<file path="config.mk">
export PLATFORM = sky130hd
export DESIGN_NAME = clkgate_enable_ctrl
export DESIGN_NICKNAME = d
export VERILOG_FILES = /design/src/rtl/clkgate_enable_ctrl_pkg.sv /design/src/rtl/clkgate_enable_ctrl_sat_counter.sv /design/src/rtl/clkgate_enable_ctrl.sv
export SDC_FILE = /design/constraint.sdc
export NUM_CORES = 1
export LEC_CHECK = 0
export ABC_CLOCK_PERIOD_IN_PS = 2700
export BUFFER_PORTS_ARGS = -buffer_cell sky130_fd_sc_hd__buf_4
export CAP_MARGIN = 20
export CORE_ASPECT_RATIO = 2
export CORE_MARGIN = 3
export CORE_UTILIZATION = 54
export CTS_CLUSTER_DIAMETER = 150
export DETAILED_ROUTE_END_ITERATION = 6
export PLACE_DENSITY = 0.83
export RECOVER_POWER = 25
export SKIP_LAST_GASP = 1
export SLEW_MARGIN = 25
export SYNTH_ARGS = -nofsm -noshare
export SYNTH_HDL_FRONTEND = slang
export SYNTH_SLANG_ARGS = --single-unit
</file>
<file path="constraint.sdc">
create_clock -name CK -period 2.7 [get_ports CK]
set_clock_uncertainty 0.05 [all_clocks]
set_input_delay 0.135 -clock CK [delete_from_list [all_inputs] [get_ports CK]]
set_output_delay 0.135 -clock CK [all_outputs]
set_load 0.01 [all_outputs]
</file>
<file path="src/rtl/clkgate_enable_ctrl_pkg.sv">
// Shared types for the clock-gate enable controller: FSM encoding, reset state,
// and the output decode used to register E / clk_rdy from the next state.
package cg_pkg;

  typedef enum logic [1:0] {
    CG_ON   = 2'd0,
    CG_IDLE = 2'd1,
    CG_OFF  = 2'd2,
    CG_WAKE = 2'd3
  } cg_state_t;

  localparam cg_state_t CG_RST_STATE = CG_ON;

  // Gate cell is enabled in every state except OFF.
  function automatic logic cg_gate_open(input cg_state_t s);
    return (s != CG_OFF);
  endfunction

  // Gated clock is only guaranteed stable once the wake window has elapsed.
  function automatic logic cg_clk_ready(input cg_state_t s);
    return (s == CG_ON) || (s == CG_IDLE);
  endfunction

endpackage

</file>
<file path="src/rtl/clkgate_enable_ctrl_sat_counter.sv">
// Saturating up-counter with synchronous clear; clear and increment together load 1.
module cg_sat_counter #(
  parameter int W = 8
) (
  input  logic         clk_i,
  input  logic         rst_i,
  input  logic         clr_i,
  input  logic         inc_i,
  output logic [W-1:0] cnt_o
);

  logic [W-1:0] cnt_q;
  logic [W-1:0] cnt_d;

  always_comb begin
    cnt_d = clr_i ? '0 : cnt_q;
    if (inc_i && (cnt_d != '1)) begin
      cnt_d = cnt_d + W'(1);
    end
  end

  always_ff @(posedge clk_i or posedge rst_i) begin
    if (rst_i) begin
      cnt_q <= '0;
    end else begin
      cnt_q <= cnt_d;
    end
  end

  assign cnt_o = cnt_q;

endmodule

</file>
<file path="src/rtl/clkgate_enable_ctrl.sv">
// Enable generator for a latch-based clock-gate cell: closes the gate after a
// programmable idle run and reopens it with a timed wake handshake.
module clkgate_enable_ctrl
  import cg_pkg::*;
#(
  parameter int CNT_W    = 8,
  parameter int WAKE_CYC = 2,
  parameter int STAT_W   = 16
) (
  input  logic              CK,
  input  logic              RST,
  input  logic              req,
  input  logic              busy,
  input  logic              force_on,
  input  logic [CNT_W-1:0]  idle_thresh,
  output logic              E,
  output logic              clk_rdy,
  output logic [STAT_W-1:0] gate_events
);

  localparam int WAKE_W = (WAKE_CYC > 1) ? $clog2(WAKE_CYC) : 1;
  localparam logic [WAKE_W-1:0] WAKE_LAST = WAKE_W'(WAKE_CYC - 1);

  cg_state_t          state_q, state_d;
  logic [WAKE_W-1:0]  wake_cnt_q, wake_cnt_d;
  logic [STAT_W-1:0]  gate_events_q, gate_events_d;
  logic               e_q, rdy_q;

  logic               act;
  logic               thresh_nz;
  logic               idle_clr, idle_inc;
  logic [CNT_W-1:0]   idle_cnt;

  assign act       = req | busy | force_on;
  assign thresh_nz = (idle_thresh != '0);

  cg_sat_counter #(
    .W (CNT_W)
  ) u_idle_cnt (
    .clk_i (CK),
    .rst_i (RST),
    .clr_i (idle_clr),
    .inc_i (idle_inc),
    .cnt_o (idle_cnt)
  );

  always_comb begin
    state_d       = state_q;
    wake_cnt_d    = wake_cnt_q;
    gate_events_d = gate_events_q;
    idle_clr      = 1'b0;
    idle_inc      = 1'b0;
    case (state_q)
      CG_ON: begin
        // Counter sits at zero in ON; entering IDLE loads it with 1.
        idle_clr = 1'b1;
        if (!act && thresh_nz) begin
          state_d  = CG_IDLE;
          idle_inc = 1'b1;
        end
      end
      CG_IDLE: begin
        // Activity beats the threshold compare; a zero threshold disables gating.
        if (act || !thresh_nz) begin
          state_d  = CG_ON;
          idle_clr = 1'b1;
        end else if (idle_cnt >= idle_thresh) begin
          state_d       = CG_OFF;
          gate_events_d = gate_events_q + STAT_W'(1);
        end else begin
          idle_inc = 1'b1;
        end
      end
      CG_OFF: begin
        if (act) begin
          state_d    = CG_WAKE;
          wake_cnt_d = '0;
        end
      end
      CG_WAKE: begin
        wake_cnt_d = wake_cnt_q + WAKE_W'(1);
        if (wake_cnt_q == WAKE_LAST) begin
          state_d  = CG_ON;
          idle_clr = 1'b1;
        end
      end
      default: begin
        state_d  = CG_RST_STATE;
        idle_clr = 1'b1;
      end
    endcase
  end

  // E and clk_rdy are decoded from the next state so they align with the state flop.
  always_ff @(posedge CK or posedge RST) begin
    if (RST) begin
      state_q       <= CG_RST_STATE;
      wake_cnt_q    <= '0;
      gate_events_q <= '0;
      e_q           <= 1'b1;
      rdy_q         <= 1'b1;
    end else begin
      state_q       <= state_d;
      wake_cnt_q    <= wake_cnt_d;
      gate_events_q <= gate_events_d;
      e_q           <= cg_gate_open(state_d);
      rdy_q         <= cg_clk_ready(state_d);
    end
  end

  assign E           = e_q;
  assign clk_rdy     = rdy_q;
  assign gate_events = gate_events_q;

endmodule
</file>
# After elaboration in Yosys (flattened, before gate mapping)
# Cells that the tools add are included.
dict set report totals {
  in_bits 13
  reg_bits 29
  out_inout_bits 18
}
dict set report classes {
  n_addsub 3
  bitwise_logic 3
  n_mux 17
  order_cmp 1
  reduce_logical 12
  eq_ne 7
}
# op count
set op_table {}
lappend op_table {{adder 16 x 1 -> 16 bit (second input constant)} 1}
lappend op_table {{two-way mux 8 bit} 2}
lappend op_table {{two-way mux 2 bit} 5}
lappend op_table {{adder 8 x 1 -> 8 bit (second input constant)} 1}
lappend op_table {{greater-or-equal comparator 8 bit} 1}
lappend op_table {{inequality test 8 bit (second input constant)} 1}
lappend op_table {{case mux 2 bit (4 select lines)} 1}
lappend op_table {{nonzero test 8 bit} 1}
lappend op_table {{two-way mux 1 bit} 6}
lappend op_table {{equality test 2 x 1 -> 1 bit (second input constant)} 2}
lappend op_table {{equality test 2 bit (second input constant)} 2}
lappend op_table {{zero test 2 bit} 2}
lappend op_table {{inequality test 2 bit (second input constant)} 2}
lappend op_table {{case mux 1 bit (2 select lines)} 2}
lappend op_table {{case mux 1 bit (3 select lines)} 1}
lappend op_table {{AND reduction 3 bit} 1}
lappend op_table {{logical AND 1 bit} 2}
lappend op_table {{zero test 1 bit} 2}
lappend op_table {{logical OR 1 bit} 2}
lappend op_table {{bitwise OR 1 bit} 2}
lappend op_table {{AND reduction 2 bit} 1}
lappend op_table {{nonzero test 2 bit} 1}
lappend op_table {{adder 1 bit (second input constant)} 1}
lappend op_table {{NOT 1 bit} 1}

# Logic depth before layout (Yosys ltp)
# Gate-level depths: netlist (run 1).
dict set report logic_depth {
  depth_word 9
  mapped_depth 10
}

# Hierarchy
# A second synthesis (run 1) with hierarchy kept.
dict set report unflattened {
  cells_unflattened 166
  area_unflattened_um2 1694.1
}
# mod area_each_um2 n_inst cells_per_inst
set by_module_without_submodules {}
lappend by_module_without_submodules {clkgate_enable_ctrl 1268.7 1 125}
lappend by_module_without_submodules {cg_sat_counter 425.4 1 41}

# Worst setup path after synthesis (run 1)
# OpenSTA, ideal clock, no wires.
dict set report synth_path {
  kind {input -> register}
  startpoint {input port idle_thresh[4]}
  endpoint {register u_idle_cnt.cnt_q[0] (netlist: u_idle_cnt.cnt_o[0])}
  path_slack_ns 0.321
  t_arrival_ns 2.204
  path_buffers 1
  path_stages 9
  setup_ns 0.125
  path_cell_list {or4_4 > o21a_1 > buf_6 > a21oi_4 > nor2_2 > ha_1 > and4_1 > a211o_1 > mux2_4}
}
dict set report synth_via {
  elab_chain_len 9
  elab_cells_between_ends 16
  cone_classes {1 x add/sub; 1 x order compare; 1 x eq/ne; 8 x mux; 5 x reduce/logical}
}
# element line_no
set synth_lines {}
lappend synth_lines {{from (decl)} clkgate_enable_ctrl.sv:15} ;# input logic [CNT_W-1:0] idle_thresh,
lappend synth_lines {{branches (longest 8 deep; another with adder 8 x 1 -> 8 bit)} --}
lappend synth_lines {{two-way mux 8 bit *} clkgate_enable_ctrl_sat_counter.sv:17} ;# if (inc_i && (cnt_d != '1)) begin
lappend synth_lines {{via u_idle_cnt.cnt_d[0]} clkgate_enable_ctrl_sat_counter.sv:13} ;# logic [W-1:0] cnt_d;
lappend synth_lines {{to (signal assigned)} clkgate_enable_ctrl_sat_counter.sv:26} ;# cnt_q <= cnt_d;
lappend synth_lines {{to (decl)} clkgate_enable_ctrl_sat_counter.sv:12} ;# logic [W-1:0] cnt_q;
# Mark *: on every way through the listed nets, which the timed path passes.
# A chain may end at the register's enable or synchronous reset.

# Worst setup path in the final report (run 1)
dict set report layout_path {
  startpoint {register state_q[1]}
  endpoint {register u_idle_cnt.cnt_q[6] (netlist: u_idle_cnt.cnt_o[6])}
}
dict set report layout_via {
  elab_chain_len 6
  elab_cells_between_ends 10
  cone_classes {1 x add/sub; 3 x eq/ne; 4 x mux; 2 x reduce/logical}
}
# element line_no
set layout_lines {}
lappend layout_lines {{from (decl)} clkgate_enable_ctrl.sv:24} ;# cg_state_t state_q, state_d;
lappend layout_lines {{from (signal assigned)} clkgate_enable_ctrl.sv:103} ;# state_q <= state_d;
lappend layout_lines {{branches (longest 5 deep; another with adder 8 x 1 -> 8 bit)} --}
lappend layout_lines {{two-way mux 8 bit *} clkgate_enable_ctrl_sat_counter.sv:17}
lappend layout_lines {{via u_idle_cnt.cnt_d[6]} clkgate_enable_ctrl_sat_counter.sv:13}
# Marks and branches as above.

==> flow_summary_export.csv, run 1 <==
group,metric,value,unit
run_status,run_status,"finished clean",
sta,timing.fmax,0.400,GHz
placed_design,portBuffers,30,
clock_network,cts.path.max_buffers,2,
placed_design,gp_congestion,0.884,
yosys,synthTopCellsByArea,"dfrtp_1 (38%), ha_1 (7.1%), xor2_1 (4.9%)",
global_routing,grt_overflow_total,0,
setup_path,critPathLaunchType,"register",
final_layout,drive_gt1_share,25.3,%
drt,viasPerCell,6.24,
clock_network,cts.sinks,29,
die,die_h,87.0,um
final_layout,diodes,0,
yosys,ys_seq_area_share,41.1,%
drt,drt_iter0_markers,49,
drt,drc_errors,0,
yosys,ys_warn_count,0,
yosys,synth_common_cells,"dfrtp_1 (27), inv_1 (12), nand2_1 (12)",
setup_path,crit_path_end_kind,"register",
global_routing,grt_pass1_vias,1685,
setup_path,worst-setup-path-type,"register to register",
yosys,synth_edf_count,0,
clock_network,post-cts-setup-buffer-count,0,
hold_path,hold_class,"input pin to register",
drt,routedWlPerCell,18.0,um
yosys,synth_area_per_cell,9.62,um2
global_routing,grt_antenna_before_repair,0,
global_routing,grt_first_pass_wirelength,7460,um
hold_path,min_from,"force_on",
final_layout,fillers,241,
sta,setup_viol,0,
sta,rsz0062_at_grt,"false",
setup_path,crit_arrival,2.67,ns
drt,ant_nets,0,
drt,drtPass1Iterations,4,
global_routing,grtUsageTotal,26.0,%
yosys,synth_top_area_share,38.2,%
pwr,power.density,397,mW/mm2
yosys,yosysMostFrequentCell,"dfrtp_1",
sta,slew_viol_final,0,
pwr,ir_drop,418,uV
drt,wl,4600,um
clock_network,cts_max_level,2,
final_layout,multi_input_area,972,um2
sta,timing.final.crit_share,92.7,%
sta,hold_viol,0,
pwr,leakagePower,0.00105,uW
die,initial_core_util,58.1,%
global_routing,grt_max_degree,30,
die,core_area,0.00305,mm2
yosys,yosysUniqueCellTypes,44,
sta,tightest_slew,1.10,ns
die,die-area,0.00404,mm2
yosys,syn_area,0.00177,mm2
setup_path,rr_startpoint,"state_q[1]",
sta,tns,0,ns
setup_path,required,2.87,ns
clock_network,clockRootBuffer,"clkbuf_8",
drt,route.vias.total,1591,
die,fp.dieW,46.5,um
clock_network,clk_pin_slew,0.06,ns
placed_design,dpl.hpwl,3490,um
yosys,ys.flop_type,"dfrtp_1",
setup_path,worstSetupStartpoint,"state_q[1]",
sta,period_minus_slack,2.50,ns
job,max_cap_viol_count,0,
die,boundaryPins,31,
placed_design,dp_cells,246,
clock_network,clk_latency,0.29,ns
final_layout,fin_nets,247,
sta,maxSlewHeadroom,26.9,%
setup_path,path_max_fanout,8,
clock_network,cts_tree,"done",
clock_network,cts_buffers,5,
final_layout,area_growth,22.0,%
yosys,yosys.area.top_type,"dfrtp_1",
final_layout,regArea,728,um2
yosys,synthCells,184,
yosys,syn_nets,207,
yosys,synthArstFlopShare,100,%
die,rows,28,
yosys,ys_seq_elements,29,
final_layout,stdcell_count,255,
-- path summary, 6_finish.rpt --
kind | slack [ns] | cells past startpoint | end
max in group asynchronous | 1.31 | 3 | gate_events[8]
min in group asynchronous | 0.63 | 3 | gate_events[4]
min reg2reg | 0.44 | 1 | gate_events[15]
max reg2reg | 0.20 | 9 | u_idle_cnt.cnt_o[6]
min | 0.21 | 4 | E
max | 0.20 | 9 | u_idle_cnt.cnt_o[6]
-- cells in the final DEF, fill, tap and decap left out, types with 2 or more instances in the layout --
| master | synthesis | layout |
|---|---|---|
| or3_1 | 6 | 6 |
| xor2_1 | 10 | 10 |
| o211ai_1 | 2 | 2 |
| o21a_1 | 3 | 3 |
| clkinv_2 | 0 | 2 |
| and3_1 | 6 | 6 |
| nand4_1 | 10 | 10 |
| nand3_1 | 8 | 8 |
| nor2_1 | 10 | 10 |
| or4_4 | 2 | 2 |
| nor3_1 | 7 | 7 |
| a21oi_1 | 9 | 9 |
| ha_1 | 10 | 10 |
| nor4_1 | 2 | 2 |
| inv_1 | 12 | 12 |
| and4_1 | 2 | 2 |
| xnor2_1 | 6 | 6 |
| and2_1 | 2 | 2 |
| nand2_1 | 12 | 12 |
| dfstp_2 | 2 | 2 |
| dfrtp_1 | 27 | 27 |
| buf_4 | 0 | 37 |
| o21ai_0 | 10 | 10 |
| clkbuf_8 | 0 | 5 |
-- layout make-up --
class                      count  area share [%]
tap                           30            1.74
inverter                      12            2.08
clock buffer                   6            3.36
sequential                    29            33.7
multi-input combinational    137            45.0
clock inverter                 2           0.463
timing repair buffer          39            13.7
-- critical path, cell delays in order (launching register included) --
cell     delay, ns
dfrtp_1       0.45
nor4_2        0.40
o21a_1        0.24
a21oi_4       0.10
nor2_2        0.15
ha_1          0.29
and3_1        0.19
nand3_1       0.09
or3_1         0.32
a21oi_1       0.14
-- per-stage QoR --
stage / area (um2) / utilization (%) / hold WS [ns] / setup slack, ns / power [uW]
after floorplan: 1770 / - / 0.162 / 0.321 / 486
after global placement: 2060 / 67.6 / 0.400 / 0.209 / 511
after detailed placement: 2060 / 67.6 / 0.196 / 0.121 / 515
after CTS: 2150 / 70.6 / 0.212 / 0.167 / 859
after global routing: 2160 / 70.9 / 0.264 / 0.0533 / 882
final: 2160 / 70.9 / 0.207 / 0.198 / 857
-- layer usage --
layer	wire length (um)	part of all wire [%]	vias up	track usage (%)
met4	155	3.4	0	15.0
met1	1610	35	787	24.2
met2	2650	58	44	47.6
met3	179	3.9	15	5.59
met5	0	0	-	0
li1	-	-	745	-
-- repair_timing --
| item | CTS | global route |
|---|---|---|
| hold buffers | 1 | 0 |
| setup endpoints to repair | 0 | 1 |
| endpoints found under the hold margin | 27 | 0 |
| resized for setup | 0 | 1 |
-- power by group --
group / switching, uW / internal (uW)
sequential: 2.68 / 438
clock: 169 / 178
combinational: 39.0 / 29.6
total: 211 / 646
-- cells by family after synthesis --
logic type | after synthesis | synth area share (%)
and+or+nand+nor | 74 | 23.8
adders and majority gates | 10 | 7.07
AOI/OAI and AO/OA | 34 | 13.6
DFF | 29 | 41.1
muxes | 3 | 2.05
buffers and inverters | 18 | 4.38
xor gates and xnor gates | 16 | 7.91
-- registers in the layout, summed over array words and instances (netlist names) --
register / count
E: 1
clk_rdy: 1
gate_events: 16
state_q: 2
u_idle_cnt.cnt_o: 8
wake_cnt_q: 1
Power figures use the tool's default switching activity.
==> run 2: changes to the inputs <==
- ABC_CLOCK_PERIOD_IN_PS: 2700 -> 2600
- PLACE_DENSITY: 0.83 -> 0.84
- SYNTH_HIERARCHICAL: default -> 1
- clock period: 2.7 -> 2.6 ns (I/O delays scaled with it)
==> flow_summary_export.csv, run 2 <==
group,metric,value,unit
sta,timing.fmax,0.408,GHz
yosys,yosysUniqueCellTypes,48,
hold_path,min_from,"req",
placed_design,portBuffers,30,
clock_network,cts_tree,"done",
final_layout,diodes,0,
setup_path,r2r_end,"u_idle_cnt/cnt_o[6]",
die,die-area,0.00389,mm2
global_routing,grt_first_pass_wirelength,6940,um
drt,ant_nets,0,
setup_path,crit_path_end_kind,"register",
global_routing,grt_pass1_vias,1558,
pwr,ir_drop,603,uV
pwr,power.density,418,mW/mm2
yosys,synth_area_per_cell,10.2,um2
yosys,yosys.area.top_type,"dfrtp_1",
drt,drtPass1Iterations,5,
setup_path,reg2reg_depth,11,
setup_path,regToRegSetupSlack,0.15,ns
setup_path,crit_arrival,2.58,ns
yosys,synthCells,166,
hold_path,min_to,"E",
clock_network,cts.path.max_buffers,2,
hold_path,min_path_cells,4,
setup_path,path_max_fanout,5,
setup_path,critPathLaunchType,"register",
placed_design,placed_area,0.00198,mm2
die,fp.dieW,45.6,um
yosys,synth_common_cells,"dfrtp_1 (27), inv_1 (14), xnor2_1 (14)",
sta,tns,0,ns
sta,tightest_slew,0.771,ns
pwr,p_sw_share,24.7,%
clock_network,cts.sinks,29,
drt,drc_errors,0,
final_layout,mostFrequentLayoutCells,"buf_4 (29), dfrtp_1 (26), inv_1 (14), xnor2_1 (14), nand3_1 (12)",
pwr,power_switching,220,uW
clock_network,cts_max_level,2,
placed_design,dpl.hpwl,3140,um
global_routing,grtUsageTotal,24.5,%
clock_network,cts_buffers,5,
pwr,finalPower,892,uW
sta,period_minus_slack,2.45,ns
drt,wl,4180,um
sta,timing.final.crit_share,94.2,%
final_layout,layout_commonest_cell,"buf_4",
setup_path,worst-setup-path-type,"register to register",
clock_network,clockRootBuffer,"clkbuf_8",
clock_network,clk_pin_slew,0.07,ns
final_layout,largest_reg_flops,16,
sta,hold_viol,0,
global_routing,grt_max_degree,22,
final_layout,fillers,223,
final_layout,area_growth,25.9,%
yosys,synthArstFlopShare,100,%
yosys,ys_seq_elements,29,
final_layout,fin_nets,232,
yosys,synth_top_area_share,39.9,%
yosys,synth_edf_count,0,
yosys,ys.flop_type,"dfrtp_1",
yosys,yosysMostFrequentCell,"dfrtp_1",
yosys,synthTopCellsByArea,"dfrtp_1 (40%), xnor2_1 (7.2%), ha_1 (6.6%)",
clock_network,clk_latency,0.29,ns
global_routing,grt_overflow_total,0,
run_status,run_status,"finished clean",
sta,maxSlewHeadroom,48.5,%
setup_path,required,2.73,ns
yosys,syn_nets,188,
job,max_cap_viol_count,0,
sta,setup_viol,0,
yosys,ys_seq_area_share,43.0,%
die,initial_core_util,56.9,%
die,rows,28,
die,die_h,85.2,um
drt,viasPerCell,6.11,
pwr,leakagePower,0.00101,uW
final_layout,drive_gt1_share,28.0,%
yosys,ys_warn_count,6,
drt,routedWlPerCell,17.3,um
pwr,pwr-share-seq,51.3,%
pwr,clockPowerShare,40.7,%
setup_path,rr_startpoint,"u_idle_cnt/cnt_o[0]",
drt,route.vias.total,1472,
pwr,comb_power_share,8.0,%
die,boundaryPins,31,
die,core_area,0.00298,mm2
hold_path,hold_class,"input pin to register",
global_routing,grt_antenna_before_repair,0,
final_layout,final_area,0.00213,mm2
yosys,syn_area,0.00169,mm2
drt,drt_iter0_markers,75,
placed_design,gp_congestion,0.789,
pwr,intPower,672,uW
sta,slew_viol_final,0,
-- run 2: changes by cell type in the layout (fill, tap and decap cells not counted), sizes merged, moves of 4 or more --
cell,change
xnor2,+8
o21ai,-8
nand3,+4
or3,-5
nand4,-4
xor2,-9
clkbuf,+9
nor2,-4
buf,-7
-- run 2: power groups by stage --
stage                     sequential [uW]  clock [uW]  combinational (uW)
after floorplan                       467           0                33.2
after global placement                466           0                58.2
after detailed placement              466           0                61.6
after CTS                             458         369                66.0
after global routing                  458         394                77.6
final                                 458         363                71.1
-- run 2: stage by stage --
step / setup slack (ns) / hold slack [ns] / instances / utilization, %
2_1_floorplan: 0.0345 / -0.104 / 166 / -
5_1_grt: -0.0112 / 0.253 / 241 / 71.6
6_report: 0.152 / 0.218 / 241 / 71.6
3_5_place_dp: -0.122 / 0.0562 / 227 / 66.6
3_3_place_gp: 0.0453 / 0.0508 / 227 / 66.6
4_1_cts: 0.0125 / 0.216 / 237 / 70.7
-- run 2: how the worst max path moves through the flow --
stage / from / endpoint / slack [ns] / cells past startpoint
floorplan: u_idle_cnt/cnt_o[0] / u_idle_cnt/cnt_o[5] / 0.03 / 10
global placement: u_idle_cnt/cnt_o[0] / u_idle_cnt/cnt_o[5] / 0.05 / 10
detailed placement: u_idle_cnt/cnt_o[0] / u_idle_cnt/cnt_o[5] / -0.12 / 10
CTS: u_idle_cnt/cnt_o[0] / u_idle_cnt/cnt_o[6] / 0.01 / 11
global route: u_idle_cnt/cnt_o[0] / u_idle_cnt/cnt_o[6] / -0.01 / 11
finish: u_idle_cnt/cnt_o[0] / u_idle_cnt/cnt_o[6] / 0.15 / 11
-- run 2: what timing repair did --
| item | CTS | global route |
|---|---|---|
| pin swaps | 1 | 6 |
| hold buffers | 1 | 0 |
| endpoints found under the hold margin | 27 | 0 |
| buffers inserted | 1 | 4 |
| gates resized for setup | 2 | 5 |
| endpoints found under the setup margin | 3 | 5 |
-- run 2: area by class of cell --
type                       count  area (um2)  share of cell area (%)
clock buffer                   5        68.8                    3.23
clock inverter                 3        17.5                   0.821
inverter                      14        52.6                    2.46
multi-input combinational    118         943                    44.2
sequential                    29         729                    34.2
tap                           30        37.5                    1.76
timing repair buffer          42         284                    13.3
-- run 2: routing by layer --
| metal | vias to the layer above | global-route usage [%] | part of all wire (%) | routed length (um) |
|---|---|---|---|---|
| met5 | - | 0 | 0 | 0 |
| met4 | 0 | 14.9 | 5.1 | 215 |
| met3 | 18 | 5.31 | 3.9 | 161 |
| met2 | 55 | 43.7 | 57 | 2390 |
| met1 | 719 | 23.3 | 34 | 1410 |
| li1 | 680 | - | - | - |
-- run 2: cell families after synthesis --
group	Yosys count	synth area share, %
simple gates	64	23.6
compound gates	29	12.9
flops	29	43.0
buf+inv	19	5.39
xor+xnor	15	7.76
fa+ha+maj	9	6.65
mux	1	0.665
-- run 2: worst max-delay path: stages (launching register included) --
cell	delay [ns]
dfrtp_2	0.40
inv_1	0.05
ha_1	0.21
nand2b_4	0.15
a2111oi_4	0.32
o21bai_1	0.10
a41o_1	0.22
a21oi_4	0.21
buf_6	0.14
and4_2	0.25
and4b_1	0.19
nor3_1	0.05
